--- config.mk ---
export PLATFORM = sky130hd
export DESIGN_NAME = router_out_drain_flat
export DESIGN_NICKNAME = d
export VERILOG_FILES = /design/src/rtl/router_out_drain_if.sv /design/src/rtl/router_out_drain.sv /design/src/flat_wrapper.sv
export SDC_FILE = /design/constraint.sdc
export NUM_CORES = 1
export LEC_CHECK = 0
export ABC_AREA = 1
export BUFFER_PORTS_ARGS = -buffer_cell sky130_fd_sc_hd__buf_2
export CORE_MARGIN = 2
export CORE_UTILIZATION = 55
export CTS_BUF_LIST = sky130_fd_sc_hd__clkbuf_4
export DETAILED_ROUTE_END_ITERATION = 10
export GPL_ROUTABILITY_DRIVEN = 0
export PLACE_DENSITY_LB_ADDON = 0.2
export SETUP_SLACK_MARGIN = 0.2
export SLEW_MARGIN = 25
export SYNTH_ARGS = -nofsm -noshare
export SYNTH_HDL_FRONTEND = slang
export SYNTH_SLANG_ARGS = --single-unit
--- constraint.sdc ---
create_clock -name clock -period 3.1 [get_ports clock]
set_clock_uncertainty 0.1 [all_clocks]
set_input_delay 0.31 -clock clock [delete_from_list [all_inputs] [get_ports clock]]
set_output_delay 0.31 -clock clock [all_outputs]
set_load 0.02 [all_outputs]
--- src/rtl/router_out_drain_if.sv ---
// rtl/router_out_drain_if.sv - output byte stream between the drain stage and its sink
interface router_out_drain_if;
   logic [7:0] m_data;
   logic       m_valid;
   logic       m_ready;
   logic       m_sop;
   logic       m_eop;

   modport master (output m_data, output m_valid, output m_sop, output m_eop, input m_ready);
   modport slave  (input m_data, input m_valid, input m_sop, input m_eop, output m_ready);
endinterface

--- src/rtl/router_out_drain.sv ---
// rtl/router_out_drain.sv - router output port drain: framing parse, parity/addr check, 2-entry stream buffer
// Optional DRAIN_PARITY_STRIP_EN: parity byte is checked but not forwarded; eop moves to the last data beat.
module router_out_drain #(
   parameter int PORT_ID   = 0,
   parameter int STALL_MAX = 63,
   parameter int CNT_W     = 16
) (
   input  logic             clock,
   input  logic             reset,
   input  logic             vld_out,
   input  logic [7:0]       dout,
   output logic             read_enb,
   router_out_drain_if.master m_if,
   output logic             pkt_done,
   output logic             pkt_err,
   output logic             addr_err,
   output logic             abort,
   output logic [CNT_W-1:0] pkt_count,
   output logic [CNT_W-1:0] err_count
);

`ifdef DRAIN_PARITY_STRIP_EN
   localparam bit STRIP = 1'b1;
`else
   localparam bit STRIP = 1'b0;
`endif
   localparam int SW = $clog2(STALL_MAX + 1);

   typedef enum logic [2:0] {IDLE, HDR, PAYLOAD, PARITY, DONE} state_t;

   state_t        state;
   logic          inflight;
   logic [1:0]    occ;
   logic          rd_ptr, wr_ptr;
   logic [9:0]    buf_q [2];
   logic [7:0]    acc;
   logic [5:0]    rem;
   logic [6:0]    reads_left;
   logic [1:0]    hdr_addr;
   logic [SW-1:0] stall_cnt;

   logic       pop, push, push_sop, push_eop, owed, aerr_w;
   logic [2:0] credit_use;

   assign m_if.m_valid = (occ != 2'd0);
   assign m_if.m_sop   = buf_q[rd_ptr][9];
   assign m_if.m_eop   = buf_q[rd_ptr][8];
   assign m_if.m_data  = buf_q[rd_ptr][7:0];
   assign aerr_w       = (hdr_addr != 2'(PORT_ID));

   // A beat leaving this cycle frees its slot for a read issued this cycle, which keeps 1 byte/cycle.
   always_comb begin
      pop        = m_if.m_valid && m_if.m_ready;
      credit_use = {1'b0, occ} - {2'b0, pop} + {2'b0, inflight};
      owed       = (state == IDLE) || (state == HDR) ||
                   (((state == PAYLOAD) || (state == PARITY)) && (reads_left != 7'd0));
      read_enb   = !reset && vld_out && owed && (credit_use < 3'd2);
      push_sop   = (state == HDR);
      push_eop   = 1'b0;
      case (state)
         HDR:     push_eop = STRIP && (dout[7:2] == 6'd0);
         PAYLOAD: push_eop = STRIP && (rem == 6'd1);
         PARITY:  push_eop = 1'b1;
         default: push_eop = 1'b0;
      endcase
      push = inflight && !(STRIP && (state == PARITY));
   end

   always_ff @(posedge clock) begin
      if (reset) begin
         occ      <= 2'd0;
         rd_ptr   <= 1'b0;
         wr_ptr   <= 1'b0;
         buf_q[0] <= '0;
         buf_q[1] <= '0;
      end else begin
         if (push) begin
            buf_q[wr_ptr] <= {push_sop, push_eop, dout};
            wr_ptr        <= !wr_ptr;
         end
         if (pop)
            rd_ptr <= !rd_ptr;
         occ <= occ + {1'b0, push} - {1'b0, pop};
      end
   end

   always_ff @(posedge clock) begin
      if (reset) begin
         state      <= IDLE;
         inflight   <= 1'b0;
         acc        <= '0;
         rem        <= '0;
         reads_left <= '0;
         hdr_addr   <= '0;
         stall_cnt  <= '0;
         pkt_done   <= 1'b0;
         pkt_err    <= 1'b0;
         addr_err   <= 1'b0;
         abort      <= 1'b0;
         pkt_count  <= '0;
         err_count  <= '0;
      end else begin
         inflight <= read_enb;
         pkt_done <= 1'b0;
         pkt_err  <= 1'b0;
         addr_err <= 1'b0;
         abort    <= 1'b0;
         case (state)
            IDLE: begin
               stall_cnt <= '0;
               if (read_enb)
                  state <= HDR;
            end
            HDR: begin
               // Header is always returning here: the IDLE read moved us into this state.
               acc        <= dout;
               rem        <= dout[7:2];
               hdr_addr   <= dout[1:0];
               reads_left <= {1'b0, dout[7:2]} + 7'd1 - {6'd0, read_enb};
               stall_cnt  <= '0;
               state      <= (dout[7:2] != 6'd0) ? PAYLOAD : PARITY;
            end
            PAYLOAD, PARITY: begin
               if (read_enb)
                  reads_left <= reads_left - 7'd1;
               if (inflight) begin
                  stall_cnt <= '0;
                  if (state == PAYLOAD) begin
                     acc <= acc ^ dout;
                     rem <= rem - 6'd1;
                     if (rem == 6'd1)
                        state <= PARITY;
                  end else begin
                     pkt_done  <= 1'b1;
                     pkt_err   <= (acc != dout);
                     addr_err  <= aerr_w;
                     pkt_count <= pkt_count + CNT_W'(1);
                     if ((acc != dout) || aerr_w)
                        err_count <= err_count + CNT_W'(1);
                     state <= DONE;
                  end
               end else if (!vld_out) begin
                  if (stall_cnt == SW'(STALL_MAX - 1)) begin
                     pkt_done  <= 1'b1;
                     abort     <= 1'b1;
                     addr_err  <= aerr_w;
                     pkt_count <= pkt_count + CNT_W'(1);
                     err_count <= err_count + CNT_W'(1);
                     stall_cnt <= '0;
                     state     <= IDLE;
                  end else begin
                     stall_cnt <= stall_cnt + SW'(1);
                  end
               end
            end
            DONE:    state <= IDLE;
            default: state <= IDLE;
         endcase
      end
   end

endmodule

--- src/flat_wrapper.sv ---
// flat-port wrapper written by rule: the top's interface ports become plain ports
module router_out_drain_flat 
#(
   parameter int PORT_ID   = 0,
   parameter int STALL_MAX = 63,
   parameter int CNT_W     = 16
)
  (clock, reset, vld_out, dout, read_enb, pkt_done, pkt_err, addr_err, abort, pkt_count, err_count, m_if_m_data, m_if_m_valid, m_if_m_sop, m_if_m_eop, m_if_m_ready);
  router_out_drain_if m_if_i ();
  input  logic clock;
  input  logic reset;
  input  logic vld_out;
  input  logic [7:0] dout;
  output logic read_enb;
  output logic pkt_done;
  output logic pkt_err;
  output logic addr_err;
  output logic abort;
  output logic [CNT_W-1:0] pkt_count;
  output logic [CNT_W-1:0] err_count;
  output wire logic [$bits(m_if_i.m_data)-1:0] m_if_m_data;
  output wire logic [$bits(m_if_i.m_valid)-1:0] m_if_m_valid;
  output wire logic [$bits(m_if_i.m_sop)-1:0] m_if_m_sop;
  output wire logic [$bits(m_if_i.m_eop)-1:0] m_if_m_eop;
  input wire logic [$bits(m_if_i.m_ready)-1:0] m_if_m_ready;
  assign m_if_m_data = m_if_i.m_data;
  assign m_if_m_valid = m_if_i.m_valid;
  assign m_if_m_sop = m_if_i.m_sop;
  assign m_if_m_eop = m_if_i.m_eop;
  assign m_if_i.m_ready = m_if_m_ready;
  router_out_drain #(.PORT_ID(PORT_ID), .STALL_MAX(STALL_MAX), .CNT_W(CNT_W)) u_core (.clock(clock), .reset(reset), .vld_out(vld_out), .dout(dout), .read_enb(read_enb), .m_if(m_if_i), .pkt_done(pkt_done), .pkt_err(pkt_err), .addr_err(addr_err), .abort(abort), .pkt_count(pkt_count), .err_count(err_count));
endmodule
======== After elaboration in Yosys (flattened, before gate mapping) ========
Memory sizes are Yosys's and may differ from the RTL's. A register that Yosys moved wholly into a read port is not among the register bits.
Cells that the tools add are included.
storage, ports and cells
  memories ................................ 1
  bits of input ports ..................... 12
  output and inout port bits .............. 48
  flip-flop bits (word level) ............. 73
  RAM bits ................................ 20
cells by class
  bitwise operators ....................... 3
  order comparisons ....................... 1
  multiplexer cells ....................... 48
  equality and inequality tests ........... 16
  reductions and logical operators ........ 32
  add/subtract/negate cells ............... 11
memories
  memory        words  width  rd ports  clocked after memory_dff  write ports  line                    source
  u_core.buf_q  2      10     1         1                         2            router_out_drain.sv:35  logic [9:0] buf_q [2];
operators with widths
  operator                                          count
  2-to-1 mux 16 bit                                 9
  adder 16 x 1 -> 16 bit, second input constant     2
  2-to-1 mux 6 bit                                  5
  case mux 6 bit (2 select lines)                   2
  2-to-1 mux 1 bit                                  19
  2-to-1 mux 3 bit                                  6
  2-to-1 mux 8 bit                                  2
  case mux 8 bit (2 select lines)                   1
  case mux 7 bit (2 select lines)                   1
  2-to-1 mux 10 bit                                 1
  != test 2 x 1 -> 1 bit, second input constant     5
  nonzero test 2 bit                                5
  OR reduction 10 bit                               1
  case mux 3 bit (3 select lines)                   1
  != test 8 bit                                     1
  AND reduction 4 bit                               2
  XOR 8 bit                                         1
  adder 6 x 1 -> 7 bit, second input constant       1
  2-to-1 mux 7 bit                                  1
  nonzero test 7 bit                                1
  subtractor 7 x 1 -> 7 bit                         1
  subtractor 7 x 1 -> 7 bit, second input constant  1
  adder 6 x 1 -> 6 bit, second input constant       1
  == test 3 x 2 -> 1 bit, second input constant     2
  other kinds (25)                                  39

======== Depth between registers and ports, before layout ========
Gate-level depths: netlist of run 1.
  depth in word-level cells ............... 8
  mapped depth ............................ 25
  gate-level depth less buffers ........... 25

======== Worst setup path before layout of run 1 ========
No wires, ideal clock.
  kind .................................... register to register
  start ................................... register u_core.occ[0]
  end ..................................... register u_core.reads_left[5]
  arrival time ............................ 3.369 ns
  library setup time ...................... 0.065 ns
  buffers on the path ..................... 0
  period minus slack after synthesis ...... 3.534 ns
  setup slack ............................. -0.434 ns
  stages on the path, launching flop included .. 25
  cells stage by stage .................... dfxtp_1 > or2_2 > nand2_1 > inv_1 > ha_1 > inv_1 > ha_1 > fa_1 > inv_1 > nand2_1 > nor3_1 > nand2_1 > inv_1 > nand2_1 > ha_1 > ha_1 > inv_1 > ha_1 > nor2_1 > o21ai_0 > nand2_1 > xor2_1 > o21ai_0 > nor2_1 > nor2_1
on the way
  word-level cells in the longest chain between the ends .. 8
ends and longest elaborated chain
  what                                                                    line                     source
  start: declaration                                                      router_out_drain.sv:33   logic [1:0] occ;
  start signal: assignment                                                router_out_drain.sv:83   occ <= occ + {1'b0, push} - {1'b0, pop};
  nonzero test 2 bit (*)                                                  router_out_drain.sv:45   assign m_if.m_valid = (occ != 2'd0);
  named net m_if_m_valid                                                  flat_wrapper.sv:22       output wire logic [$bits(m_if_i.m_valid)-1:0] m_if_m_valid;
  logical AND 1 bit (*)                                                   router_out_drain.sv:53   pop = m_if.m_valid && m_if.m_ready;
  named net u_core.pop                                                    router_out_drain.sv:42   logic pop, push, push_sop, push_eop, owed, aerr_w;
  subtractor 2 x 1 -> 3 bit (*)                                           router_out_drain.sv:54   credit_use = {1'b0, occ} - {2'b0, pop} + {2'b0, inflight};
  adder 3 x 1 -> 3 bit (*)                                                router_out_drain.sv:54
  named net u_core.credit_use[1]                                          router_out_drain.sv:43   logic [2:0] credit_use;
  less-than comparator 3 x 2 -> 1 bit (*)                                 router_out_drain.sv:57   read_enb = !reset && vld_out && owed && (credit_use < 3'd2);
  logical AND 1 bit (*)                                                   router_out_drain.sv:57
  subtractor 7 x 1 -> 7 bit or != test 2 x 1 -> 1 bit (tied branches)     --
  case mux 7 bit (2 select lines) or AND reduction 2 bit (tied branches)  --
  end signal: assignment                                                  router_out_drain.sv:119  reads_left <= {1'b0, dout[7:2]} + 7'd1 - {6'd0, read_enb};
  end signal: assignment                                                  router_out_drain.sv:125  reads_left <= reads_left - 7'd1;
  end: declaration                                                        router_out_drain.sv:38   logic [6:0] reads_left;
The timed path passes the listed nets; every way through them passes the cells marked *.
A chain may end at the register's enable or synchronous reset.

======== Worst setup path in the final report of run 1 ========
  start ................................... register u_core.occ[0]
  end ..................................... register u_core.reads_left[6]
on the way
  word-level cells in the longest chain between the ends .. 8
ends and longest elaborated chain
  what                                                                    line
  nonzero test 2 bit (*)                                                  router_out_drain.sv:45
  logical AND 1 bit (*)                                                   router_out_drain.sv:53
  named net u_core.pop                                                    router_out_drain.sv:42
  subtractor 2 x 1 -> 3 bit (*)                                           router_out_drain.sv:54
  adder 3 x 1 -> 3 bit (*)                                                router_out_drain.sv:54
  named net u_core.credit_use[1]                                          router_out_drain.sv:43
  less-than comparator 3 x 2 -> 1 bit (*)                                 router_out_drain.sv:57
  logical AND 1 bit (*)                                                   router_out_drain.sv:57
  subtractor 7 x 1 -> 7 bit or != test 2 x 1 -> 1 bit (tied branches)     --
  case mux 7 bit (2 select lines) or AND reduction 2 bit (tied branches)  --
Marked as above.

==> results of run 1 <==
tightest hold or removal path: stages:
cell and delay, ns:
buf_2 0.13, nand2_1 0.06, a31oi_1 0.07
worst max-delay path by stage:
stage / slack [ns] / depth (start not counted) / endpoint
finish: -0.34 / 23 / u_core.reads_left[6]$_SDFFE_PP0P_
global placement: -0.30 / 24 / u_core.reads_left[5]$_SDFFE_PP0P_
detailed placement: -0.41 / 24 / u_core.reads_left[5]$_SDFFE_PP0P_
global route: -0.49 / 24 / u_core.reads_left[5]$_SDFFE_PP0P_
floorplan: -0.19 / 24 / u_core.reads_left[5]$_SDFFE_PP0P_
CTS: -0.35 / 24 / u_core.reads_left[5]$_SDFFE_PP0P_
cells in the final DEF (no fill, tap or decap), types with 17 or more instances in the layout:
master,instances
inv_2,18
a21oi_1,25
nor2_1,83
buf_4,19
xor2_1,18
buf_2,58
nand2_2,22
edfxtp_1,20
inv_1,67
nand4_1,23
o21ai_0,34
dfxtp_1,72
a21oi_2,17
nand2_1,125
nand3_1,33
report_power, final:
group          internal [mW]  switching (mW)  total [mW]
clock                  0.264           0.464       0.727
combinational          0.559           0.854        1.41
sequential              1.43           0.127        1.55
total                   2.25            1.44        3.69
per-layer routing:
metal / global-route usage, % / routed length, um / vias up
met1: 29.7 / 5300 / 2204
met3: 3.32 / 468 / 27
met2: 42.8 / 6200 / 116
li1: - / - / 2397
met4: 9.33 / 302 / 0
met5: 0 / 0 / -
per-stage QoR:
stage | TNS [ns] | std cells | power [mW] | cell area, sq um
final | -1.48 | 895 | 3.69 | 6090
after global routing | -2.29 | 895 | 3.94 | 6090
after CTS | -1.52 | 894 | 3.66 | 6070
after detailed placement | -1.21 | 873 | 2.85 | 5830
after global placement | -0.832 | 873 | 2.79 | 5830
after floorplan | -0.191 | 690 | 2.50 | 5410
state kept, by name, indices dropped and copies added, names as in the netlist, named ones only:
name	flops
u_core.reads_left	7
u_core.rem	6
u_core.pkt_count	16
u_core.addr_err	1
u_core.err_count	16
u_core.buf_q	20
u_core.stall_cnt	6
u_core.hdr_addr	2
u_core.acc	8
u_core.state	3
u_core.pkt_done	1
u_core.abort	1
u_core.occ	2
u_core.pkt_err	1
u_core.wr_ptr	1
u_core.rd_ptr	1
u_core.inflight	1
synth_stat cells, types with 2 or more instances:
library cell / instances
ha_1: 19
a211oi_1: 2
edfxtp_1: 20
buf_4: 4
nand2_1: 131
nand3_1: 33
buf_6: 3
a21oi_1: 26
nand4_4: 2
o211ai_1: 3
nand2_2: 18
mux2_2: 10
buf_2: 6
nor2_4: 3
or2_2: 2
o31ai_1: 2
xnor2_1: 11
a21oi_2: 16
nor2_2: 2
clkbuf_1: 8
nand3_2: 2
nand4_1: 23
and3_1: 2
xor2_1: 18
nor3_1: 14
nand3b_1: 2
inv_2: 13
o21ai_0: 40
dfxtp_1: 74
inv_1: 73
nor2_1: 83
nand3_4: 2
a31oi_1: 8
cell type report:
type | count | area share [%]
timing repair buffer | 79 | 7.47
tap | 133 | 2.73
multi-input combinational | 486 | 47.6
sequential | 94 | 34.2
clock inverter | 7 | 1.48
clock buffer | 9 | 1.11
inverter | 87 | 5.42
kinds of logic (layout without fill, tap and decap cells):
group / after synthesis / in the layout
and+or+nand+nor: 324 / 324
buffers and inverters: 110 / 182
AOI/OAI and AO/OA: 103 / 103
DFF: 94 / 94
xor gates and xnor gates: 29 / 29
adders and majority gates: 20 / 20
muxes: 10 / 10
timing repair:
item                                    CTS  global route
resized for setup                        12             8
endpoints found under the setup margin    8             8
pin swaps                                21             7
buffers inserted                          5             1
==> flow_summary.toml, run 1 <==
[status]
status = "finished, violations left"
violations = "setup timing"

[placed_design]
hpwlAfterDp_um = 8730
io_buffers = 59
dp_slack_ns = -0.414

[grt]
grt_remaining_overflow = 0
antenna_found_initial = 0
track_usage_pct = 24.2
grt_pass1_vias = 4515
grt_first_pass_wirelength_um = 20300
grt_start_max_net_pins = 42

[worst_hold_path]
holdCritStartpoint = "dout[0]"
hold_depth = 3
min-delay-path-class = "in2reg"
whs_endpoint = "u_core.acc[0]$_SDFFE_PP0P_"

[critical_path]
path_common_cell = "ha_4"
cp-end-kind = "flop"
rrSetupSlack_ns = -0.34
cp_data_arrival_time_ns = 3.69
slowest_stage = "fa_1"
cp_max_fo = 2
critPathMaxStageDelay_ns = 0.46
rr_worst_depth = 23
cp-start-kind = "flop"
crit_buf_inv = 6
required_ns = 3.36
crit_type = "reg2reg"
crit_family = "adder cells"
regToRegStartpoint = "u_core.occ[0]$_SDFF_PP0_"
critPathLaunch = "u_core.occ[0]$_SDFF_PP0_"
r2r_end = "u_core.reads_left[6]$_SDFFE_PP0P_"
crit_chain = "or2_4, nand2_2, inv_2, ha_4, inv_4, ha_4, fa_1, inv_2, nand2_2, nor3_2, nand2_1, inv_2, nand2_4, ha_4, ha_4, buf_4, buf_6, nand4_1, o211ai_1, a21oi_1, o21ai_1, nand2_1, a21oi_1"

[synth]
synth.largest_area_cell = "dfxtp_1"
synthDistinctLibCells = 48
synthMuxAreaShare_pct = 2.10
synth_edf_count = 20
ys_seq_area_share_pct = 38.9
synth_compound_gate_area_share_pct = 11.9
yosysWarnings = 0
synth_top_family_by_area = "simple AND/OR/NAND/NOR gates"
syn_avg_cell_area_sq_um = 7.76
synth_seq_cells = 94
synth_fa_ha_area_share_pct = 4.81
ys.flop_type = "dfxtp_1"
synth.top_cell.area_share_pct = 27.7
async_flop_share_pct = 0
syn-num-nets = 722
yosys.area_share.simple_pct = 28.7
synth_area_leaders = "dfxtp_1, edfxtp_1, nand2_1"
synthCells = 690
netlist_area_sq_um = 5350
synth-xor-area-share_pct = 4.74

[finish]
fin_nets = 789
multi_input_area_sq_um = 2900
diodes = 0
fill_cells = 868
seqCellArea_sq_um = 2080
final_core_util_pct = 63.5
drive_above_1_share_pct = 25.7
syn2layout_area_growth_pct = 13.8

[cts]
cts_tree = "yes"
path_clk_slew_ns = 0.17
clockBufferDepth = 2
cts_sinks = 94
cts_root_buf = "clkbuf_4"
clk_latency_ns = 0.45
cts-htree-levels = 3
cts_made_buffers = 9
cts_hold_buf = 0

[die]
rows = 36
die_h_um = 103
initial_core_util_pct = 55.8
die-area_sq_um = 10500
die_x_um = 103
num_io_pins = 60
core_sq_um = 9590

[pwr]
power_density_nw_per_um2 = 606
power_leakage_nw = 2.45
peakVddDrop_mv = 0.269

[routing]
routed_wl_um = 12300
ant_nets = 0
drcViolationCount = 0
drtIter0Drc = 206
vias_per_cell = 5.30
vias = 4744
firstDrtPassIters = 5
routedWlPerCell_um = 13.7

[sta]
max_freq_ghz = 0.291
worst-slew-pin-transition_ns = 0.535
layout_setup_ws_ns = -0.335
maxSlewViolCount = 0
finalCritPeriodShare_pct = 111
fin_crit_ns = 3.44
relSlewSlack_pct = 64.3
hold_viol = 0
whs_ns = 0.0381
rsz0062_at_grt = "true"
finalSetupViolCount = 6

[flow_run]
cap_violations = 0
(Power assumes the default switching activity.)
==> run 2: changes to the inputs <==
- clock period: 3.1 -> 2.98 ns (I/O delays scaled with it)
==> flow_summary.toml, run 2 (synthesis gave the netlist of run 1 again) <==
[status]
status = "finished, violations left"
violations = "setup timing"

[placed_design]
dp_cells = 876
hpwlAfterDp_um = 8930
io_buffers = 59
dp_slack_ns = -0.556

[routing]
vias = 4776
drcViolationCount = 0
routedWlPerCell_um = 13.6
routed_wl_um = 12300
drtIter0Drc = 239
firstDrtPassIters = 5
ant_nets = 0
vias_per_cell = 5.32

[critical_path]
cp-start-kind = "flop"
cp-end-kind = "flop"
cp_data_arrival_time_ns = 3.71
critPathCapture = "u_core.reads_left[4]$_SDFFE_PP0P_"
r2r_end = "u_core.reads_left[4]$_SDFFE_PP0P_"
regToRegStartpoint = "u_core.occ[1]$_SDFF_PP0_"
crit_type = "reg2reg"
cp_max_fo = 2
critPathLaunch = "u_core.occ[1]$_SDFF_PP0_"
rr_worst_depth = 24
rrSetupSlack_ns = -0.42
required_ns = 3.29

[finish]
syn2layout_area_growth_pct = 13.7
diodes = 0
drive_above_1_share_pct = 25.6
fill_cells = 881
stdcell_count = 898
regMostFlops = "u_core.buf_q"
layout_commonest_cell = "nand2_1"
reg_top3 = "u_core.buf_q x20, u_core.err_count x16, u_core.pkt_count x16"
largest_reg_flops = 20
fin_nets = 792
layout_common_cells = "nand2_1, nor2_1, dfxtp_1, inv_1, buf_2"

[pwr]
p_sw_mw = 1.44
peakVddDrop_mv = 0.281
finalPower_mw = 3.75
clkPwrFrac_pct = 18.0
netSwitchingFraction_pct = 38.3
power_density_nw_per_um2 = 616
power_leakage_nw = 2.46
p_comb_share_pct = 39.0
cellInternalPower_mw = 2.31
power_frac_seq_pct = 43.0

[grt]
grt_first_pass_wirelength_um = 20000
grt_pass1_vias = 4355
track_usage_pct = 24.1
antenna_found_initial = 0
grt_start_max_net_pins = 23
grt_remaining_overflow = 0

[cts]
cts_tree = "yes"
cts-htree-levels = 3
cts_made_buffers = 9
cts_root_buf = "clkbuf_4"
clk_latency_ns = 0.47
clockBufferDepth = 2
path_clk_slew_ns = 0.14
cts_sinks = 94

[die]
die_h_um = 103
die_x_um = 103
die-area_sq_um = 10500
rows = 36
num_io_pins = 60
core_sq_um = 9590
initial_core_util_pct = 55.8

[sta]
maxSlewViolCount = 0
finalSetupViolCount = 6
rsz0062_at_grt = "true"
fin_crit_ns = 3.40
max_freq_ghz = 0.294
worst-slew-pin-transition_ns = 0.593
hold_viol = 0
finalCritPeriodShare_pct = 114
relSlewSlack_pct = 60.4
setup_tns_ns = -1.87
layout_setup_ws_ns = -0.419

[worst_hold_path]
min-delay-path-class = "in2reg"

[flow_run]
cap_violations = 0
run 2: cell count changes in the layout (fill, tap and decap cells not counted), sizes merged:
cell | before | now
clkinv | 2 | 7
buf | 79 | 82
inv | 89 | 86
clkinvlp | 2 | 0
run 2: what timing repair did:
item                       CTS  global route
setup buffers                4             2
hold buffers                 0             0
cloned                       0             0
gates resized for setup     12             8
pin swaps                   20            12
setup endpoints to repair    8             8
run 2: final cells by class:
| class | instances | area [sq um] | area share (%) |
|---|---|---|---|
| Clock inverter | 7 | 55.1 | 0.904 |
| Clock buffer | 9 | 67.6 | 1.11 |
| Inverter | 87 | 328 | 5.38 |
| Timing Repair Buffer | 82 | 482 | 7.91 |
| Sequential cell | 94 | 2080 | 34.2 |
| Multi-Input combinational cell | 486 | 2910 | 47.7 |
| Tap cell | 133 | 166 | 2.73 |
run 2: routing by layer:
layer	global-route usage, %	part of all wire (%)
met1	29.4	43
met2	42.3	50
met3	2.92	4.5
met4	11.2	2.8
met5	0	0
run 2: critical path: stages (launching register included):
cell and delay [ns]:
dfxtp_2 0.34, or2_4 0.24, nand2_2 0.07, inv_2 0.04, ha_4 0.25, inv_2 0.03
ha_4 0.15, fa_1 0.46, inv_2 0.08, nand2_2 0.05, nor3_2 0.13, nand2_1 0.11
inv_2 0.09, nand2_4 0.06, ha_4 0.17, ha_4 0.15, buf_6 0.11, buf_6 0.10
nand2_2 0.06, nand2_2 0.06, xor2_1 0.14, nand2_1 0.07, o21ai_1 0.09, nand2_1 0.08
a21oi_2 0.13
run 2: worst min-delay path by stage:
stage / from / end / slack (ns) / cells past startpoint
detailed placement: u_core.rd_ptr$_SDFFE_PP0P_ / u_core.rd_ptr$_SDFFE_PP0P_ / 0.34 / 1
CTS: dout[0] / u_core.acc[0]$_SDFFE_PP0P_ / 0.03 / 3
global route: dout[0] / u_core.acc[0]$_SDFFE_PP0P_ / 0.03 / 3
finish: dout[0] / u_core.acc[0]$_SDFFE_PP0P_ / 0.04 / 3
floorplan: u_core.hdr_addr[0]$_SDFFE_PP0P_ / u_core.hdr_addr[0]$_SDFFE_PP0P_ / 0.32 / 2
global placement: u_core.hdr_addr[0]$_SDFFE_PP0P_ / u_core.hdr_addr[0]$_SDFFE_PP0P_ / 0.33 / 2
run 2: through the flow:
stage                     hold WS (ns)  area, sq um  util (%)
after global routing            0.0348         6090      63.5
after detailed placement         0.344         5850      61.0
after floorplan                  0.324         5410         -
after CTS                       0.0308         6050      63.1
final                           0.0438         6090      63.5
after global placement           0.334         5850      61.0
run 2: power groups by stage:
stage	combinational (mW)	sequential (mW)	clock, mW
4_1_cts	1.41	1.61	0.678
3_5_place_dp	1.33	1.64	0
2_1_floorplan	1.00	1.60	0
3_3_place_gp	1.29	1.63	0
6_report	1.46	1.61	0.676
5_1_grt	1.63	1.63	0.732
